==> config.mk <==
export PLATFORM = sky130hd
export DESIGN_NAME = multu_hilo_unit_flat
export DESIGN_NICKNAME = d
export VERILOG_FILES = /design/src/rtl/multu_hilo_if.sv /design/src/rtl/multu_hilo_unit.sv /design/src/flat_wrapper.sv
export SDC_FILE = /design/constraint.sdc
export NUM_CORES = 1
export LEC_CHECK = 0
export CAP_MARGIN = 10
export CORE_MARGIN = 2
export CORE_UTILIZATION = 30
export DETAILED_ROUTE_END_ITERATION = 8
export SLEW_MARGIN = 20
export SYNTH_ARGS = -nofsm -noshare
export SYNTH_HDL_FRONTEND = slang
export SYNTH_SLANG_ARGS = --single-unit
==> constraint.sdc <==
create_clock -name clk -period 19.8 [get_ports clk]
set_clock_uncertainty 0.15 [all_clocks]
set_input_delay 3.96 -clock clk [delete_from_list [all_inputs] [get_ports clk]]
set_output_delay 3.96 -clock clk [all_outputs]
set_load 0.02 [all_outputs]
==> src/rtl/multu_hilo_if.sv <==
// EX-stage side of the MULTU / MFHI / MFLO unit: operands in, HI/LO and stall status out.
// Handshake: a start pulse is taken only at an edge where busy=0. Any start seen while busy=1 is dropped.
// done pulses for one cycle when new hi/lo first appear. stall_req is a pure function of mf_req, busy and start.
interface multu_hilo_if #(
  parameter int WIDTH = 32
);
  logic             start;
  logic [WIDTH-1:0] op_a;
  logic [WIDTH-1:0] op_b;
  logic             mf_req;
  logic             busy;
  logic             done;
  logic [WIDTH-1:0] hi;
  logic [WIDTH-1:0] lo;
  logic             stall_req;

  modport master (
    output start, op_a, op_b, mf_req,
    input  busy, done, hi, lo, stall_req
  );

  modport slave (
    input  start, op_a, op_b, mf_req,
    output busy, done, hi, lo, stall_req
  );
endinterface

==> src/rtl/multu_hilo_unit.sv <==
// Iterative shift-add unsigned multiplier with the HI/LO register pair.
// Each multiply takes WIDTH iterations. hi/lo keep the previous product until the final iteration.
module multu_hilo_unit #(
  parameter int WIDTH = 32
) (
  input  logic           clk,
  input  logic           rst,
  multu_hilo_if.slave    bus,
  output logic           state_dbg
);
  localparam int CW = (WIDTH > 1) ? $clog2(WIDTH) : 1;

  typedef enum logic {
    IDLE = 1'b0,
    RUN  = 1'b1
  } state_t;

  state_t             state;
  logic [2*WIDTH-1:0] mcand;
  logic [WIDTH-1:0]   mplier;
  logic [2*WIDTH-1:0] acc;
  logic [CW-1:0]      cnt;
  logic [2*WIDTH-1:0] acc_next;
  logic [WIDTH-1:0]   hi_q;
  logic [WIDTH-1:0]   lo_q;
  logic               busy_q;
  logic               done_q;

  // The add for the current iteration is folded into the same value that the last edge commits to hi/lo.
  always_comb begin
    acc_next = acc;
    if (mplier[0]) acc_next = acc + mcand;
  end

  always_ff @(posedge clk or posedge rst) begin
    if (rst) begin
      state  <= IDLE;
      mcand  <= '0;
      mplier <= '0;
      acc    <= '0;
      cnt    <= '0;
      hi_q   <= '0;
      lo_q   <= '0;
      busy_q <= 1'b0;
      done_q <= 1'b0;
    end else begin
      case (state)
        IDLE: begin
          done_q <= 1'b0;
          if (bus.start) begin
            mcand  <= {{WIDTH{1'b0}}, bus.op_a};
            mplier <= bus.op_b;
            acc    <= '0;
            cnt    <= '0;
            busy_q <= 1'b1;
            state  <= RUN;
          end
        end
        RUN: begin
          acc    <= acc_next;
          mcand  <= mcand << 1;
          mplier <= mplier >> 1;
          cnt    <= cnt + CW'(1);
          if (cnt == CW'(WIDTH - 1)) begin
            hi_q   <= acc_next[2*WIDTH-1:WIDTH];
            lo_q   <= acc_next[WIDTH-1:0];
            done_q <= 1'b1;
            busy_q <= 1'b0;
            state  <= IDLE;
          end
        end
        default: state <= IDLE;
      endcase
    end
  end

  assign bus.busy      = busy_q;
  assign bus.done      = done_q;
  assign bus.hi        = hi_q;
  assign bus.lo        = lo_q;
  assign bus.stall_req = bus.mf_req & (busy_q | bus.start);
  assign state_dbg     = (state == RUN);
endmodule
==> src/flat_wrapper.sv <==
// flat-port wrapper written by rule: the top's interface ports become plain ports
module multu_hilo_unit_flat 
#(
  parameter int WIDTH = 32
)
  (clk, rst, state_dbg, bus_start, bus_op_a, bus_op_b, bus_mf_req, bus_busy, bus_done, bus_hi, bus_lo, bus_stall_req);
  multu_hilo_if #(.WIDTH(WIDTH)) bus_i ();
  input  logic clk;
  input  logic rst;
  output logic state_dbg;
  input wire logic [$bits(bus_i.start)-1:0] bus_start;
  input wire logic [$bits(bus_i.op_a)-1:0] bus_op_a;
  input wire logic [$bits(bus_i.op_b)-1:0] bus_op_b;
  input wire logic [$bits(bus_i.mf_req)-1:0] bus_mf_req;
  output wire logic [$bits(bus_i.busy)-1:0] bus_busy;
  output wire logic [$bits(bus_i.done)-1:0] bus_done;
  output wire logic [$bits(bus_i.hi)-1:0] bus_hi;
  output wire logic [$bits(bus_i.lo)-1:0] bus_lo;
  output wire logic [$bits(bus_i.stall_req)-1:0] bus_stall_req;
  assign bus_i.start = bus_start;
  assign bus_i.op_a = bus_op_a;
  assign bus_i.op_b = bus_op_b;
  assign bus_i.mf_req = bus_mf_req;
  assign bus_busy = bus_i.busy;
  assign bus_done = bus_i.done;
  assign bus_hi = bus_i.hi;
  assign bus_lo = bus_i.lo;
  assign bus_stall_req = bus_i.stall_req;
  multu_hilo_unit #(.WIDTH(WIDTH)) u_core (.clk(clk), .rst(rst), .bus(bus_i), .state_dbg(state_dbg));
endmodule
==> flow_summary.yaml <==
run_status:
  status: "finished, final reports clean"
worst_setup_path:
  reg2reg_from: "u_core.mcand[0]$_DFFE_PP0P_"
  end_kind: "output port"
  crit_path_max_fanout: 22
  arrival_ns: 5.19
  reg2reg_depth: 14
  slowest_stage: "clkdlybuf4s50_1"
  startpoint: "bus_start"
  crit_end: "bus_stall_req"
  reg2reg_setup_slack_ns: 15.72
  worstSetupPathType: "in -> out"
  reg2reg_to: "u_core.bus.hi[30]$_DFFE_PP0P_"
  critPathRequiredTime_ns: 15.69
  crit_chain: "buf_4 > nor2_1 > nor2b_1 > clkdlybuf4s50_1"
  slowest_delay_ns: 0.61
  cp-start-kind: "input pin"
final_layout:
  fillers: 4460
  drive_gt1_frac: 0.0530
  diodes: 0
  fin_area_mm2: 0.0161
  syn2layout_area_growth_pct: 21.2
  layout_commonest_cell: "nand2_1"
  final_cell_mix: "nand2_1 (280), dfrtp_1 (230), o21ai_0 (198), clkdlybuf4s50_1 (134), mux2i_1 (112)"
  instances_no_fill: 2159
  layout.nets: 1681
  multiInputGateArea_mm2: 0.00708
  seq_area_mm2: 0.00581
sta:
  setup_viol: 0
  whs_ns: 0.325
  maxSlewViolCount: 0
  finalCritPeriodShare: 0.470
  finalHoldViolCount: 0
  min_period_ns: 9.30
  max-slew-margin-rel: 0.422
  tns_ns: 0
  rsz0062_at_grt: "no"
  layout_setup_ws_ns: 10.50
  fmax_mhz: 107
  worst_pin_slew_ns: 0.867
routing:
  viasPerCell: 5.08
  wl_per_cell_um: 17.1
  drt_wl_total_mm: 36.9
  ant_nets: 0
  drc: 0
  dr.pass1.iters: 5
  drt_iter0_markers: 800
  vias: 11000
clock_tree:
  cts-buffers-inserted: 27
  cts.sinks: 232
  clk_path_buf_depth: 3
  postCtsSetupRepairBufs: 0
  cts_resized: 0
  htreeDepth: 1
  cts_root_buf: "clkbuf_16"
  path_clk_slew_ns: 0.06
  insertion_delay_ns: 0.56
  postCtsHoldBufs: 0
  cts_tree: "built"
place:
  dp_slack_ns: 10.49
  dp.final_hpwl_mm: 25.8
  dpl.cell_count: 2110
  port-buffer-count: 135
  place_congestion: 0.902
  placed_area_mm2: 0.0151
yosys:
  synth_seq_cells: 232
  ys_top_cells_by_area: "dfrtp_1 (44%), mux2i_1 (8.4%), nand2_1 (7.9%), o21ai_0 (7.5%), ha_1 (6.1%)"
  synth-main-ff-cell: "dfrtp_1"
  async_flop_share: 1.00
  syn_inst: 1464
  synth_area_mm2: 0.0133
  synthDistinctLibCells: 62
  ys_seq_area_frac: 0.437
  netlist.area_leader.share: 0.437
  synth_warnings: 0
  synth_top_area_cell: "dfrtp_1"
  synth.net_count: 1598
  syn_avg_cell_area_um2: 9.07
  synth_edf_count: 0
grt:
  gr-total-overflow: 0
  antenna_found_initial: 1
  grt_pass1_wl_mm: 60.2
  grt_pass1_vias: 10900
  grt.total_usage: 0.160
  grt_max_degree: 106
die:
  die_x_um: 214
  coreArea_mm2: 0.0439
  dieArea_mm2: 0.0459
  core.rowCount: 77
  io_pins: 136
  initial_core_util: 0.302
  die_y_um: 214
hold_path:
  min_path_type: "reg -> reg"
flow_run:
  maxCapViolCount: 0
power_and_ir_drop:
  power.leakage_uw: 0.00706
  cellPowerDensity_mw_per_mm2: 170
  ir_worst_vdd_mv: 0.0776
-- metal layers --
metal | vias to the layer above | wire length (um) | GRT usage
met5 | - | 0 | 0
met4 | 0 | 771 | 0.0442
met3 | 45 | 2070 | 0.0268
met2 | 283 | 16600 | 0.256
met1 | 5270 | 17400 | 0.223
li1 | 5367 | - | -
-- through the flow --
step / total power, uW / utilization
after CTS: 2760 / 0.366
final: 2740 / 0.366
after floorplan: 1780 / -
after detailed placement: 2200 / 0.344
after global routing: 2960 / 0.366
after global placement: 2180 / 0.344
-- flip-flops by register name (all words and copies together), names as in the netlist --
name,cells
u_core.bus.busy,1
u_core.state_dbg,1
u_core.mcand,64
u_core.acc,64
u_core.bus.hi,32
u_core.cnt,5
u_core.mplier,32
u_core.bus.lo,32
u_core.bus.done,1
-- report_power, final --
group	leakage, uW	internal (uW)	switching, uW
Combinational	0.00358	569	800
Sequential	0.00301	662	163
Clock	0.000469	337	206
Total	0.00706	1570	1170
-- Yosys cell counts (4+ instances only) --
library cell,n
nand2b_1,8
a22o_1,44
clkbuf_1,78
o21ai_0,198
o21a_1,8
nor2_1,65
dfrtp_1,232
o22ai_1,18
ha_1,65
o211ai_1,5
or3_1,5
nor3_1,13
buf_1,9
mux2i_1,112
a21oi_2,4
nand4_1,17
inv_1,14
a21oi_1,95
xnor2_1,40
xor2_1,23
and3_1,6
nor2b_1,9
nand2_1,281
a211oi_1,5
nand3_1,15
a21o_1,25
a31oi_1,11
o21bai_1,9
-- critical path, delay by kind of cell --
family | cells | cell delay [ns]
buffers and inverters | 2 | 0.95
AND/OR/NAND/NOR | 2 | 0.28
-- cell type report --
type | count | share of cell area
multi-input combinational | 1124 | 0.440
sequential | 232 | 0.361
timing repair buffer | 146 | 0.0889
clock buffer | 38 | 0.0483
tap | 592 | 0.0460
clock inverter | 11 | 0.0117
inverter | 16 | 0.00420
-- cell families after synthesis --
| family | after synthesis | share of synthesized area |
|---|---|---|
| flops | 232 | 0.437 |
| simple gates | 434 | 0.138 |
| fa+ha+maj | 66 | 0.0628 |
| mux | 114 | 0.0862 |
| xor+xnor | 63 | 0.0416 |
| buf+inv | 108 | 0.0312 |
| compound gates | 447 | 0.203 |
-- worst min path at each step --
| stage | startpoint | end | slack, ns | cells after the start |
|---|---|---|---|---|
| global route | u_core.mplier[5]$_DFFE_PP0P_ | u_core.mplier[4]$_DFFE_PP0P_ | 0.35 | 2 |
| CTS | u_core.bus.lo[9]$_DFFE_PP0P_ | u_core.bus.lo[9]$_DFFE_PP0P_ | 0.33 | 2 |
| global placement | u_core.mplier[6]$_DFFE_PP0P_ | u_core.mplier[5]$_DFFE_PP0P_ | 0.31 | 2 |
| floorplan | u_core.mplier[15]$_DFFE_PP0P_ | u_core.mplier[14]$_DFFE_PP0P_ | 0.30 | 2 |
| finish | u_core.bus.lo[9]$_DFFE_PP0P_ | u_core.bus.lo[9]$_DFFE_PP0P_ | 0.32 | 2 |
| detailed placement | u_core.mplier[11]$_DFFE_PP0P_ | u_core.mplier[10]$_DFFE_PP0P_ | 0.32 | 2 |
Power figures use the tool's default switching activity.
